## src/rtl/rgb2gray_frame_ctrl_if.sv

```systemverilog
// Memory-read, converter and gray-buffer signals shared by the frame controller and its neighbours.
// master = the frame controller, slave = memories / RGB2GRAY / gray buffer side.
interface rgb2gray_frame_ctrl_if #(
    parameter int ADDR_W = 16,
    parameter int DATA_W = 32
);
    logic              rd_en;
    logic [ADDR_W-1:0] rd_addr;
    logic [DATA_W-1:0] r_in;
    logic [DATA_W-1:0] g_in;
    logic [DATA_W-1:0] b_in;
    logic [DATA_W-1:0] r_out;
    logic [DATA_W-1:0] g_out;
    logic [DATA_W-1:0] b_out;
    logic              conv_we;
    logic [DATA_W-1:0] gray_in;
    logic              wr_en;
    logic [ADDR_W-1:0] wr_addr;
    logic [DATA_W-1:0] wr_data;
    logic              wr_ready;

    modport master (
        output rd_en, rd_addr, r_out, g_out, b_out, conv_we, wr_en, wr_addr, wr_data,
        input  r_in, g_in, b_in, gray_in, wr_ready
    );

    modport slave (
        input  rd_en, rd_addr, r_out, g_out, b_out, conv_we, wr_en, wr_addr, wr_data,
        output r_in, g_in, b_in, gray_in, wr_ready
    );
endinterface

```

## src/rtl/rgb2gray_frame_ctrl.sv

```systemverilog
// Frame sequencer: reads PIX_CNT pixels, feeds RGB2GRAY, writes gray words in address order.
// Optional macro FRAME_CNT_EN adds an 8-bit completed-frame counter output o_frame_num.
//
// state   | meaning
// --------+-----------------------------------------------------------
// S_IDLE  | waiting for i_start, not busy
// S_RUN   | issuing reads, one per cycle while the gray buffer is ready
// S_DRAIN | all reads issued, waiting for the final gray write
// S_DONE  | one-cycle done pulse, then back to idle
module rgb2gray_frame_ctrl #(
    parameter int PIX_CNT  = 40000,
    parameter int ADDR_W   = 16,
    parameter int DATA_W   = 32,
    parameter int CONV_LAT = 1
) (
    input  logic i_clk,
    input  logic i_rst,
    input  logic i_start,
    output logic o_busy,
    output logic o_done,
`ifdef FRAME_CNT_EN
    output logic [7:0] o_frame_num,
`endif
    rgb2gray_frame_ctrl_if.master bus
);

    localparam logic [ADDR_W-1:0] LAST_ADDR = ADDR_W'(PIX_CNT - 1);

    typedef enum logic [1:0] {
        S_IDLE  = 2'd0,
        S_RUN   = 2'd1,
        S_DRAIN = 2'd2,
        S_DONE  = 2'd3
    } state_t;

    state_t            r_state;
    state_t            w_state_nxt;
    logic [ADDR_W-1:0] r_rd_addr;
    logic [ADDR_W-1:0] r_wr_addr;
    // r_vld[0] marks memory data at the converter, r_vld[CONV_LAT] marks a valid gray word
    logic [CONV_LAT:0] r_vld;
    logic              w_rd_en;
    logic              w_wr_en;
    logic              w_conv_we;
    logic              w_busy;
    logic              w_done;
    logic              w_ready;
    logic [DATA_W-1:0] w_r_pix;
    logic [DATA_W-1:0] w_g_pix;
    logic [DATA_W-1:0] w_b_pix;
    logic [DATA_W-1:0] w_gray;

    assign w_ready   = bus.wr_ready;
    assign w_conv_we = r_vld[0] & w_ready;
    assign w_wr_en   = r_vld[CONV_LAT] & w_ready;

    always_ff @(posedge i_clk) begin
        if (i_rst) begin
            r_state <= S_IDLE;
        end else begin
            r_state <= w_state_nxt;
        end
    end

    always_comb begin
        w_state_nxt = r_state;
        w_rd_en     = 1'b0;
        w_busy      = 1'b0;
        w_done      = 1'b0;
        case (r_state)
            S_IDLE: begin
                if (i_start) begin
                    w_state_nxt = S_RUN;
                end
            end
            S_RUN: begin
                w_busy  = 1'b1;
                w_rd_en = w_ready;
                if (w_rd_en && (r_rd_addr == LAST_ADDR)) begin
                    w_state_nxt = S_DRAIN;
                end
            end
            S_DRAIN: begin
                w_busy = 1'b1;
                if (w_wr_en && (r_wr_addr == LAST_ADDR)) begin
                    w_state_nxt = S_DONE;
                end
            end
            S_DONE: begin
                w_busy      = 1'b1;
                w_done      = 1'b1;
                w_state_nxt = S_IDLE;
            end
            default: begin
                w_state_nxt = S_IDLE;
            end
        endcase
    end

    // Counters saturate at the last address so they never leave the frame
    always_ff @(posedge i_clk) begin
        if (i_rst) begin
            r_rd_addr <= '0;
            r_wr_addr <= '0;
        end else if ((r_state == S_IDLE) && i_start) begin
            r_rd_addr <= '0;
            r_wr_addr <= '0;
        end else begin
            if (w_rd_en && (r_rd_addr != LAST_ADDR)) begin
                r_rd_addr <= r_rd_addr + 1'b1;
            end
            if (w_wr_en && (r_wr_addr != LAST_ADDR)) begin
                r_wr_addr <= r_wr_addr + 1'b1;
            end
        end
    end

    // The whole chain freezes on a stall so read data and gray words stay aligned
    always_ff @(posedge i_clk) begin
        if (i_rst) begin
            r_vld <= '0;
        end else if (w_ready) begin
            r_vld <= {r_vld[CONV_LAT-1:0], w_rd_en};
        end
    end

`ifdef FRAME_CNT_EN
    logic [7:0] r_frame_num;

    always_ff @(posedge i_clk) begin
        if (i_rst) begin
            r_frame_num <= '0;
        end else if (r_state == S_DONE) begin
            r_frame_num <= r_frame_num + 8'd1;
        end
    end

    assign o_frame_num = r_frame_num;
`endif

    assign w_r_pix = bus.r_in;
    assign w_g_pix = bus.g_in;
    assign w_b_pix = bus.b_in;
    assign w_gray  = bus.gray_in;

    assign bus.rd_en   = w_rd_en;
    assign bus.rd_addr = r_rd_addr;
    assign bus.r_out   = w_r_pix;
    assign bus.g_out   = w_g_pix;
    assign bus.b_out   = w_b_pix;
    assign bus.conv_we = w_conv_we;
    assign bus.wr_en   = w_wr_en;
    assign bus.wr_addr = r_wr_addr;
    assign bus.wr_data = w_gray;

    assign o_busy = w_busy;
    assign o_done = w_done;

endmodule

```

## src/flat_wrapper.sv

```systemverilog
// flat-port wrapper written by rule: the top's interface ports become plain ports
module rgb2gray_frame_ctrl_flat 
#(
    parameter int PIX_CNT  = 40000,
    parameter int ADDR_W   = 16,
    parameter int DATA_W   = 32,
    parameter int CONV_LAT = 1
)
  (i_clk, i_rst, i_start, o_busy, o_done, bus_rd_en, bus_rd_addr, bus_r_out, bus_g_out, bus_b_out, bus_conv_we, bus_wr_en, bus_wr_addr, bus_wr_data, bus_r_in, bus_g_in, bus_b_in, bus_gray_in, bus_wr_ready);
  rgb2gray_frame_ctrl_if #(.ADDR_W(ADDR_W), .DATA_W(DATA_W)) bus_i ();
  input  logic i_clk;
  input  logic i_rst;
  input  logic i_start;
  output logic o_busy;
  output logic o_done;
  output wire logic [$bits(bus_i.rd_en)-1:0] bus_rd_en;
  output wire logic [$bits(bus_i.rd_addr)-1:0] bus_rd_addr;
  output wire logic [$bits(bus_i.r_out)-1:0] bus_r_out;
  output wire logic [$bits(bus_i.g_out)-1:0] bus_g_out;
  output wire logic [$bits(bus_i.b_out)-1:0] bus_b_out;
  output wire logic [$bits(bus_i.conv_we)-1:0] bus_conv_we;
  output wire logic [$bits(bus_i.wr_en)-1:0] bus_wr_en;
  output wire logic [$bits(bus_i.wr_addr)-1:0] bus_wr_addr;
  output wire logic [$bits(bus_i.wr_data)-1:0] bus_wr_data;
  input wire logic [$bits(bus_i.r_in)-1:0] bus_r_in;
  input wire logic [$bits(bus_i.g_in)-1:0] bus_g_in;
  input wire logic [$bits(bus_i.b_in)-1:0] bus_b_in;
  input wire logic [$bits(bus_i.gray_in)-1:0] bus_gray_in;
  input wire logic [$bits(bus_i.wr_ready)-1:0] bus_wr_ready;
  assign bus_rd_en = bus_i.rd_en;
  assign bus_rd_addr = bus_i.rd_addr;
  assign bus_r_out = bus_i.r_out;
  assign bus_g_out = bus_i.g_out;
  assign bus_b_out = bus_i.b_out;
  assign bus_conv_we = bus_i.conv_we;
  assign bus_wr_en = bus_i.wr_en;
  assign bus_wr_addr = bus_i.wr_addr;
  assign bus_wr_data = bus_i.wr_data;
  assign bus_i.r_in = bus_r_in;
  assign bus_i.g_in = bus_g_in;
  assign bus_i.b_in = bus_b_in;
  assign bus_i.gray_in = bus_gray_in;
  assign bus_i.wr_ready = bus_wr_ready;
  rgb2gray_frame_ctrl #(.PIX_CNT(PIX_CNT), .ADDR_W(ADDR_W), .DATA_W(DATA_W), .CONV_LAT(CONV_LAT)) u_core (.i_clk(i_clk), .i_rst(i_rst), .i_start(i_start), .o_busy(o_busy), .o_done(o_done), .bus(bus_i));
endmodule
```

## config.mk

```make
export PLATFORM = sky130hd
export DESIGN_NAME = rgb2gray_frame_ctrl_flat
export DESIGN_NICKNAME = d
export VERILOG_FILES = /design/src/rtl/rgb2gray_frame_ctrl_if.sv /design/src/rtl/rgb2gray_frame_ctrl.sv /design/src/flat_wrapper.sv
export SDC_FILE = /design/constraint.sdc
export NUM_CORES = 1
export LEC_CHECK = 0
export ABC_CLOCK_PERIOD_IN_PS = 1950
export CAP_MARGIN = 20
export CELL_PAD_IN_SITES_DETAIL_PLACEMENT = 1
export CELL_PAD_IN_SITES_GLOBAL_PLACEMENT = 2
export CORE_MARGIN = 10
export CORE_UTILIZATION = 12
export DETAILED_ROUTE_END_ITERATION = 12
export PLACE_DENSITY = 0.86
export RECOVER_POWER = 100
export SYNTH_ARGS = -nofsm -noshare
export SYNTH_HDL_FRONTEND = slang
export SYNTH_SLANG_ARGS = --single-unit
```

## constraint.sdc

```tcl
create_clock -name i_clk -period 1.95 [get_ports i_clk]
set_input_delay 0.39 -clock i_clk [delete_from_list [all_inputs] [get_ports i_clk]]
set_output_delay 0.39 -clock i_clk [all_outputs]
set_load 0.005 [all_outputs]
```

==> qor.csv <==
stage;metric;value;unit
synthesis;yosysUniqueCellTypes;32;
grt;grt_usage;5.23;%
clocking;clkLatencyLatePin;0.29;ns
synthesis;synth_cells;332;
worst_setup_path;worstReg2RegStart;u_core.bus.rd_addr[6]$_SDFFE_PP0P_;
die;die_w;170;um
die;die_y;170;um
worst_setup_path;path_max_fanout;6;
place;portBuffers;40;
clocking;h-tree-depth;2;
grt;grt_pass1_wl;11500;um
place;globalplace.congestion;0.736;
clocking;cts.sinks;36;
sta;grt_setup_unrepaired;false;
clocking;cts_root_buffer;clkbuf_16;
final_layout;post-route-util;13.1;%
min_path;hp-class;register to register;
route;antenna_left;0;
die;dieArea;29000;um2
pwr;seqPwrFrac;37.3;%
clocking;cts.clk_slew.worst_paths;0.06;ns
worst_setup_path;cp_cell_sequence;or4b_4 -> nor4_4 -> clkbuf_2 -> nor4b_1 -> xnor2_1 -> nor2_1;
synthesis;synth_compound_area_share;3.42;%
synthesis;synth_area;2710;um2
pwr;ir_drop;0.306;mV
clocking;ctsHoldBuffers;0;
synthesis;synthMuxAreaShare;0.370;%
final_layout;final_layout_size_suffix_gt1_share;17.6;%
synthesis;synth_top_family_by_area;buffers and inverters;
place;placed_cell_area;2730;um2
pwr;powerDensity;735;nW/um2
worst_setup_path;slowest_delay;0.56;ns
clocking;cts_buffers;5;
pwr;intPower;0.00156;W
place;dp_slack;-0.175;ns
route;drt-initial-drc-count;47;
pwr;power.share.combinational;19.1;%
die;core_area;22000;um2
synthesis;syn-num-nets;471;
sta;period_share;96.3;%
sta;timing_hold_violations_final;0;
clocking;cts.path.max_buffers;2;
grt;grt_overflow;0;
die;start_util;12.3;%
route;num_vias;1879;
route;viasPerCell;3.36;
sta;setup_viol;0;
route;drcViolationCount;0;
final_layout;stdcell_area;2900;um2
worst_setup_path;path_class;register to register;
pwr;power.net_switching;0.000573;W
synthesis;yosysWarnings;0;
sta;tightest_slew;0.549;ns
synthesis;synth-xor-area-share;9.05;%
synthesis;yosys.area_share.simple;19.9;%
sta;finalClockSkew;0.00826;ns
route;wl_per_cell;13.8;um
worst_setup_path;endpoint_kind;register;
worst_setup_path;arrival;2.05;ns
final_layout;final_nets;417;
place;dpl.hpwl;6230;um
sta;setup_ws;0.0724;ns
synthesis;synth-adder-area-share;3.23;%
clocking;cts_setup_buffers;0;
worst_setup_path;worst_r2r_endpoint;u_core.bus.rd_addr[4]$_SDFFE_PP0P_;
min_path;whs_endpoint;u_core.r_vld[0]$_SDFFE_PP0P_;
worst_setup_path;cp-start-kind;register;
final_layout;syn2layout_area_growth;6.88;%
min_path;hp-start;u_core.r_vld[0]$_SDFFE_PP0P_;
clocking;cts_tree;done;
grt;antenna_found_initial;0;
route;wl;7700;um
worst_setup_path;slowest_stage;or4b_4;
die;rows;54;
pwr;switching_share;26.9;%
sta;fmax;0.533;GHz
sta;finalCriticalPeriod;1.88;ns
worst_setup_path;ff2ff_setup_slack;0.07;ns
synthesis;synth-seq-cells;36;
pwr;pwr-share-clk;43.6;%
grt;grt_pass1_vias;1981;
pwr;power.leakage;1.09;nW
sta;slew_headroom;62.9;%
sta;drv_slew;0;
synthesis;syn_avg_cell_area;8.16;um2
route;first_pass_iters;4;
outcome;run_status;completed;
final_layout;diodes;0;
grt;grt_max_degree;33;
synthesis;seq_area_frac_synth;26.6;%
min_path;holdPathStages;2;
die;num_io_pins;297;
worst_setup_path;reg2reg_depth;6;
worst_setup_path;cp.required;2.12;ns
flow_run;max_cap_violations;0;
worst max-delay path: cells and delay by family (launching register included):
family	cells	cell delay [ns]
XOR/XNOR	1	0.14
buffers and inverters	1	0.24
flip-flops	1	0.32
AND/OR/NAND/NOR	4	1.06
metrics by stage:
| step | std cells | power [W] | hold slack [ns] | TNS [ns] |
|---|---|---|---|---|
| 2_1_floorplan | 332 | 0.00124 | 0.426 | 0 |
| 3_3_place_gp | 551 | 0.00123 | 0.446 | -0.628 |
| 3_5_place_dp | 551 | 0.00123 | 0.458 | -1.03 |
| 4_1_cts | 559 | 0.00218 | 0.467 | 0 |
| 5_1_grt | 559 | 0.00226 | 0.496 | 0 |
| 6_report | 559 | 0.00213 | 0.462 | 0 |
state kept, by name (all words and copies together) (netlist names):
signal / cells
u_core.bus.rd_addr: 16
u_core.bus.wr_addr: 16
u_core.r_state: 2
u_core.r_vld: 2
power groups by stage:
stage	Clock, W	Combinational (W)	Sequential [W]
after floorplan	0	0.000438	0.000800
after global placement	0	0.000421	0.000806
after detailed placement	0	0.000424	0.000808
after CTS	0.000964	0.000422	0.000793
after global routing	0.00101	0.000459	0.000799
final	0.000929	0.000406	0.000794
area by class of cell:
cell class | count | area [um2]
clock buffer | 5 | 125
clock inverter | 3 | 42.5
fill | 2620 | 19100
inverter | 10 | 37.5
multi-input combinational | 154 | 983
sequential | 36 | 724
tap | 280 | 350
timing repair buffer | 71 | 632
cell usage after synthesis, drive strengths merged:
cell,instances,area [um2]
inv,10,37.5
nor4,6,52.6
nor4b,3,26.3
clkbuf,4,15.0
and2,1,6.26
a211oi,1,7.51
nor3b,2,15.0
mux2i,1,10.0
nand4,5,31.3
ha,7,87.6
and3,5,33.8
or3,1,7.51
xnor2,21,184
a22oi,1,7.51
xor2,7,61.3
nand2,14,52.6
o21ai,4,23.8
buf,128,961
nor3,13,65.1
a21o,2,15.0
a21oi,6,30.0
or4b,1,13.8
nand2b,2,12.5
nand3,14,70.1
dfxtp,36,721
nor2,32,120
a41oi,1,8.76
and4,3,26.3
or2,1,6.26
routing by layer:
| metal | wire (um) | GRT usage [%] |
|---|---|---|
| met1 | 3070 | 5.54 |
| met2 | 3160 | 7.20 |
| met4 | 712 | 5.45 |
| met5 | 0 | 0 |
| met3 | 762 | 2.59 |
worst max-delay path by stage:
stage	slack [ns]	cells after the start	startpoint	to
2_1_floorplan	0.09	5	u_core.bus.rd_addr[7]$_SDFFE_PP0P_	u_core.r_state[0]$_SDFFE_PP0P_
3_3_place_gp	-0.17	5	bus_wr_ready	bus_rd_en
3_5_place_dp	-0.18	5	bus_wr_ready	bus_rd_en
4_1_cts	0.003	4	u_core.r_state[1]$_SDFFE_PP0P_	o_busy
5_1_grt	0.001	8	bus_wr_ready	u_core.bus.rd_addr[12]$_SDFFE_PP0P_
6_report	0.07	6	u_core.bus.rd_addr[6]$_SDFFE_PP0P_	u_core.bus.rd_addr[4]$_SDFFE_PP0P_
layout by cell type (no fill, tap or decap), drive strengths merged, types with 6 or more instances in the layout:
master | synthesis | layout
dfxtp | 36 | 36
nor2 | 32 | 32
dlygate4sd3 | 0 | 32
buf | 128 | 25
xnor2 | 21 | 21
nand2 | 14 | 14
nand3 | 14 | 14
nor3 | 13 | 13
clkbuf | 4 | 11
inv | 10 | 10
xor2 | 7 | 7
ha | 7 | 7
a21oi | 6 | 6
nor4 | 6 | 6
cells by family after synthesis:
kind of cell / Yosys count
buffers and inverters: 142
AND/OR/NAND/NOR: 103
flip-flops: 36
XOR/XNOR: 28
AO/OA/AOI/OAI: 15
adder cells (fa/ha/maj): 7
multiplexers: 1
what timing repair did:
item,CTS,global route
resized for setup,4,4
setup endpoints to repair,4,3
pin swaps,0,1
No activity file was read; power rests on OpenSTA's default activity.
